$ cat src/rtl/vx_nextline_prefetcher.sv
// rtl/vx_nextline_prefetcher.sv - per-bank next-line prefetch request generator
module vx_nextline_prefetcher #(
  parameter int CACHE_ID        = 0,
  parameter int BANK_ID         = 0,
  parameter int LINE_ADDR_WIDTH = 26,
  parameter int QUEUE_DEPTH     = 4,
  parameter int DEGREE          = 2
) (
  input  logic                       clk,
  input  logic                       reset_n,
  input  logic                       enable,
  input  logic                       flush,
  input  logic                       miss_valid,
  input  logic [LINE_ADDR_WIDTH-1:0] miss_addr,
  input  logic                       hit_prefetched,
  output logic                       pf_req_valid,
  output logic [LINE_ADDR_WIDTH-1:0] pf_req_addr,
  input  logic                       pf_req_ready,
  output logic                       queue_full,
  output logic [31:0]                pf_issued,
  output logic [31:0]                pf_useful,
  output logic [31:0]                pf_dropped
);

  localparam int LAW   = LINE_ADDR_WIDTH;
  localparam int PTR_W = (QUEUE_DEPTH > 1) ? $clog2(QUEUE_DEPTH) : 1;
  localparam int CNT_W = PTR_W + 1;
  localparam int K_W   = $clog2(DEGREE + 1);

  // Reject configurations the pointer arithmetic and k counter cannot support.
  if (QUEUE_DEPTH < 2 || (QUEUE_DEPTH & (QUEUE_DEPTH - 1)) != 0) begin : g_bad_depth
    $error("QUEUE_DEPTH must be a power of two and at least 2");
  end
  if (DEGREE < 1 || DEGREE > 8) begin : g_bad_degree
    $error("DEGREE must be in 1..8");
  end
  if (CACHE_ID < 0 || BANK_ID < 0) begin : g_bad_ids
    $error("CACHE_ID and BANK_ID must be non-negative");
  end

  typedef enum logic {
    ST_IDLE,
    ST_GEN
  } state_t;

  state_t           state_q, state_d;
  logic [LAW-1:0]   base_q, base_d;
  logic [K_W-1:0]   k_q, k_d;

  logic [LAW-1:0]   mem_q [QUEUE_DEPTH];
  logic [QUEUE_DEPTH-1:0] vld_q;
  logic [PTR_W-1:0] head_q, tail_q;
  logic [CNT_W-1:0] count_q;
  logic [LAW-1:0]   last_q;
  logic             last_vld_q;

  logic [LAW-1:0]   cand;
  logic             cand_valid;
  logic             cand_dup;
  logic             q_full;
  logic             q_empty;
  logic             do_push;
  logic             do_pop;
  logic             drop_full;
  logic             preempt;
  logic [31:0]      drop_inc;

  function automatic logic [31:0] sat_add(input logic [31:0] a, input logic [31:0] b);
    logic [32:0] s;
    s = {1'b0, a} + {1'b0, b};
    return s[32] ? 32'hFFFF_FFFF : s[31:0];
  endfunction

  // Candidate is the next sequential line; address arithmetic wraps naturally.
  assign cand       = base_q + LAW'(k_q);
  assign cand_valid = (state_q == ST_GEN) && enable && !flush;
  assign q_full     = (count_q == CNT_W'(QUEUE_DEPTH));
  assign q_empty    = (count_q == '0);
  // Full is judged on the occupancy before this cycle's pop.
  assign do_push    = cand_valid && !cand_dup && !q_full;
  assign drop_full  = cand_valid && !cand_dup && q_full;
  assign do_pop     = !q_empty && pf_req_ready && !flush;
  assign preempt    = (state_q == ST_GEN) && miss_valid && enable && !flush;

  assign pf_req_valid = !q_empty;
  assign pf_req_addr  = q_empty ? '0 : mem_q[head_q];
  assign queue_full   = q_full;

  // Duplicate filter: match against every live queue entry and the last issued line.
  always_comb begin
    cand_dup = last_vld_q && (last_q == cand);
    for (int i = 0; i < QUEUE_DEPTH; i++) begin
      if (vld_q[i] && (mem_q[i] == cand)) cand_dup = 1'b1;
    end
  end

  // Lost candidates: one for a full queue plus whatever a preempting miss cuts off.
  always_comb begin
    drop_inc = '0;
    if (drop_full) drop_inc = drop_inc + 32'd1;
    if (preempt)   drop_inc = drop_inc + (32'(DEGREE) - 32'(k_q));
  end

  // Next-state logic: a miss in GEN restarts the run from the new base.
  always_comb begin
    state_d = state_q;
    base_d  = base_q;
    k_d     = k_q;
    if (flush) begin
      state_d = ST_IDLE;
    end else begin
      case (state_q)
        ST_IDLE: begin
          if (miss_valid && enable) begin
            state_d = ST_GEN;
            base_d  = miss_addr;
            k_d     = K_W'(1);
          end
        end
        ST_GEN: begin
          if (!enable) begin
            state_d = ST_IDLE;
          end else if (miss_valid) begin
            base_d = miss_addr;
            k_d    = K_W'(1);
          end else if (k_q == K_W'(DEGREE)) begin
            state_d = ST_IDLE;
          end else begin
            k_d = k_q + K_W'(1);
          end
        end
        default: state_d = ST_IDLE;
      endcase
    end
  end

  // FSM state register.
  always_ff @(posedge clk or negedge reset_n) begin
    if (!reset_n) begin
      state_q <= ST_IDLE;
      base_q  <= '0;
      k_q     <= K_W'(1);
    end else begin
      state_q <= state_d;
      base_q  <= base_d;
      k_q     <= k_d;
    end
  end

  // Prefetch FIFO plus last-issued tracking; flush wins over any handshake.
  always_ff @(posedge clk or negedge reset_n) begin
    if (!reset_n) begin
      for (int i = 0; i < QUEUE_DEPTH; i++) mem_q[i] <= '0;
      vld_q      <= '0;
      head_q     <= '0;
      tail_q     <= '0;
      count_q    <= '0;
      last_q     <= '0;
      last_vld_q <= 1'b0;
    end else if (flush) begin
      vld_q      <= '0;
      head_q     <= '0;
      tail_q     <= '0;
      count_q    <= '0;
      last_vld_q <= 1'b0;
    end else begin
      if (do_pop) begin
        vld_q[head_q] <= 1'b0;
        head_q        <= head_q + PTR_W'(1);
        last_q        <= mem_q[head_q];
        last_vld_q    <= 1'b1;
      end
      if (do_push) begin
        mem_q[tail_q] <= cand;
        vld_q[tail_q] <= 1'b1;
        tail_q        <= tail_q + PTR_W'(1);
      end
      count_q <= count_q + CNT_W'(do_push) - CNT_W'(do_pop);
    end
  end

  // Saturating statistics; usefulness counts regardless of enable and flush.
  always_ff @(posedge clk or negedge reset_n) begin
    if (!reset_n) begin
      pf_issued  <= '0;
      pf_useful  <= '0;
      pf_dropped <= '0;
    end else begin
      if (do_pop)         pf_issued  <= sat_add(pf_issued, 32'd1);
      if (hit_prefetched) pf_useful  <= sat_add(pf_useful, 32'd1);
      pf_dropped <= sat_add(pf_dropped, drop_inc);
    end
  end

endmodule

$ cat config.mk
export PLATFORM = sky130hd
export DESIGN_NAME = vx_nextline_prefetcher
export DESIGN_NICKNAME = d
export VERILOG_FILES = /design/src/rtl/vx_nextline_prefetcher.sv
export SDC_FILE = /design/constraint.sdc
export NUM_CORES = 1
export LEC_CHECK = 0
export BUFFER_PORTS_ARGS = -buffer_cell sky130_fd_sc_hd__buf_4
export CAP_MARGIN = 10
export CORE_MARGIN = 2
export CORE_UTILIZATION = 32
export CTS_CLUSTER_DIAMETER = 120
export CTS_CLUSTER_SIZE = 12
export DETAILED_ROUTE_END_ITERATION = 8
export GPL_TIMING_DRIVEN = 0
export HOLD_SLACK_MARGIN = 0.02
export PLACE_DENSITY_LB_ADDON = 0.05
export SYNTH_ARGS = -nofsm -noshare
export SYNTH_HDL_FRONTEND = slang
export SYNTH_SLANG_ARGS = --single-unit
$ cat constraint.sdc
create_clock -name clk -period 23.3 [get_ports clk]
set_input_delay 2.33 -clock clk [delete_from_list [all_inputs] [get_ports clk]]
set_output_delay 2.33 -clock clk [all_outputs]
set_load 0.03 [all_outputs]
==> impl_metrics.csv <==
group,metric,value,unit
global_route,antenna_found_initial,1,
worst_setup_path,cpPeakStageDelay,0.84,ns
layout,antennaDiodeCount,0,
timing,period_minus_slack,11.23,ns
floorplanning,coreArea,0.05287,sq mm
hold_path,worst_hold_path_type,"reg -> reg",
route,drt-initial-drc-count,818,
clocking,clkLatencyLatePin,0.58,ns
timing,fmax,89.09,MHz
floorplanning,initial_utilization,32.52,%
synthesis,synth_nets,1715,
worst_setup_path,worst-r2r-cell-count,31,
worst_setup_path,crit_arrival,11.65,ns
pwr,ir_drop,0.00004914,V
placement,gp_congestion,0.9186,
clocking,cts_tree,"yes",
timing,setup_violations,0,
clocking,hold_buffers,0,
global_route,grt_max_degree,111,
timing,finalHoldViolations,0,
timing,period_share,48.18,%
clocking,clk_pin_slew,0.06,ns
placement,port_buffers,156,
layout,layout_commonest_cell,"dfrtp_1",
clocking,numCtsBuffers,26,
worst_setup_path,cp-startpoint,"k_q[0]",
synthesis,ys_warn_count,0,
placement,hpwl,43.81,mm
global_route,grt_util_all_layers,20.74,%
layout,fin_util,37.84,%
timing,tightest_slew,1.249,ns
global_route,grt_overflow,0,
global_route,grt_pass1_wl,88.03,mm
floorplanning,ios,157,
layout,final_cell_mix,"dfrtp_1, buf_4, nand2_1",
floorplanning,fp.dieW,235.8,microns
synthesis,synth_edf_count,0,
global_route,grt_pass1_vias,13560,
timing,whs,0.5267,ns
worst_setup_path,critical_path_required,23.73,ns
clocking,cts_setup_buffers,0,
layout,layout-drive-gt1-share,21.38,%
status,status,"finished, final reports clean",
worst_setup_path,crit_fanout,14,
clocking,cts_repair_resize_count,0,
pwr,leakage,9.297,nW
floorplanning,die_h,235.8,microns
worst_setup_path,worst_setup_path_end_kind,"register",
timing,rsz0062_at_grt,"no",
route,routedWlPerCell,22.95,microns
job,max_cap_violations,0,
worst_setup_path,reg2reg_from,"k_q[0]",
worst_setup_path,r2r_end,"pf_dropped[20]",
layout,nets,1901,
worst_setup_path,start_kind,"register",
timing,relSlewSlack,16.06,%
clocking,htree_levels,1,
synthesis,synth.avg_cell_area,10.57,sq um
route,vias,13390,
worst_setup_path,cp-endpoint,"pf_dropped[20]",
floorplanning,dieArea,0.05559,sq mm
layout,syn2layout_area_growth,16.37,%
timing,maxSlewViolCount,0,
synthesis,synth-seq-cells,267,
floorplanning,num_rows,84,
synthesis,synth_area,0.01719,sq mm
clocking,cts.sinks,267,
clocking,clockBufferDepth,3,
route,ant_nets,0,
timing,skew,0.02386,ns
synthesis,synth_ff_type,"dfrtp_1",
synthesis,ys_types,85,
layout,seq_area,0.006683,sq mm
route,viasPerCell,5.331,
worst_setup_path,setup.worst_path.class,"reg -> reg",
pwr,totalPowerFinal,1.754,mW
layout,multi_input_area,0.01004,sq mm
timing,tns,0,ns
placement,dp_cells,2473,
worst_setup_path,slowest_stage,"a2111oi_0",
synthesis,synthArstFlopShare,100.0,%
route,wirelength,57.65,mm
synthesis,syn_inst,1627,
layout,fillers,5301,
route,post-route-drc-count,0,
route,first_pass_iters,5,
pwr,power_per_cell_area,87.70,mW/mm^2
worst_setup_path,rrSetupSlack,12.08,ns
synthesis,yosysSeqAreaShare,38.87,%
layout,stdcell_count,2512,
clocking,clock-root-buffer,"clkbuf_16",
worst_setup_path,crit_path_frequent_cell,"ha_1",
==> layer usage <==
layer / routed length (microns) / share of wire (%) / GRT usage, %
met4: 1583 / 2.7 / 5.211
met2: 26800 / 46 / 33.81
met5: 0 / 0 / 0
met3: 2720 / 4.7 / 3.288
met1: 26540 / 46 / 28.72
==> stage by stage <==
stage          setup slack (ns)  instance area (sq um)
6_report                  12.08                  20000
5_1_grt                   11.38                  20000
4_1_cts                   11.98                  20000
3_5_place_dp              12.00                  19280
3_3_place_gp              11.93                  19220
2_1_floorplan             14.87                  17190
==> synthesized netlist by cell type (9+ instances only) <==
cell type    n  area [sq um]
xor2_1      76         665.6
buf_2       16         80.08
or3_1       11         68.82
o21a_1      12         90.09
and2_1      47         294.0
nor2b_1     19         118.9
and3_1      34         212.7
clkbuf_1    45         168.9
mux2_2     128          1441
a2111oi_0    9         78.83
ha_1        52         650.6
inv_1       35         131.4
nand2b_1    10         62.56
dfrtp_1    266          6656
o2111ai_1   10         87.58
nand3_1     64         320.3
mux2_1      27         304.0
a31oi_1     12         75.07
nand4_1     44         275.3
a21o_1      17         127.6
and4_1      13         113.9
o21ai_0     51         255.2
mux4_2      26         585.6
a21oi_1     54         270.3
xnor3_1     23         518.0
xnor2_1    119          1042
nor4_1      18         112.6
nand2_1    138         518.0
nor2_1      70         262.8
nor3_1      17         85.08
o31ai_1     10         75.07
==> where the power goes <==
part / internal (mW) / switching [mW] / total [mW] / leakage [nW]
clock: 0.205 / 0.193 / 0.398 / 0.346
sequential: 0.537 / 0.0836 / 0.621 / 3.54
combinational: 0.304 / 0.432 / 0.736 / 5.41
==> sequential cells by signal, summed over array words and instances, names as in the netlist, 2 cells and up <==
register    cells
k_q             2
pf_issued      32
mem_q         104
pf_useful      32
pf_dropped     32
vld_q           4
tail_q          2
last_q         26
head_q          2
base_q         26
count_q         3
==> worst min path at each step <==
| stage | start | cells after the start | slack, ns | to |
|---|---|---|---|---|
| finish | vld_q[1] | 2 | 0.53 | vld_q[1] |
| global placement | base_q[0] | 1 | 0.50 | base_q[0] |
| floorplan | last_vld_q | 2 | 0.47 | last_vld_q |
| detailed placement | base_q[0] | 1 | 0.51 | base_q[0] |
| CTS | base_q[0] | 1 | 0.53 | base_q[0] |
| global route | base_q[0] | 1 | 0.54 | base_q[0] |
==> worst max-delay path, delay by kind of cell (launching register included) <==
family / cells / cell delay, ns
simple gates: 11 / 4.09
compound gates: 7 / 2.70
fa+ha+maj: 6 / 1.59
buf+inv: 5 / 1.32
xor+xnor: 2 / 0.80
flops: 1 / 0.59
==> cell families after synthesis <==
kind of cell | synth area share (%)
AO/OA/AOI/OAI | 9.506
multiplexers | 14.03
adder cells (fa/ha/maj) | 4.134
XOR/XNOR | 13.18
flip-flops | 38.87
buffers and inverters | 2.693
AND/OR/NAND/NOR | 17.59
==> area by class of cell <==
cell class | instances | share of cell area, %
timing repair buffer | 158 | 6.167
tap | 688 | 4.303
clock inverter | 2 | 0.1376
sequential | 267 | 33.41
inverter | 35 | 0.6567
buffer | 75 | 1.657
multi-input combinational | 1250 | 50.21
clock buffer | 37 | 3.459
(Power assumes the default switching activity.)
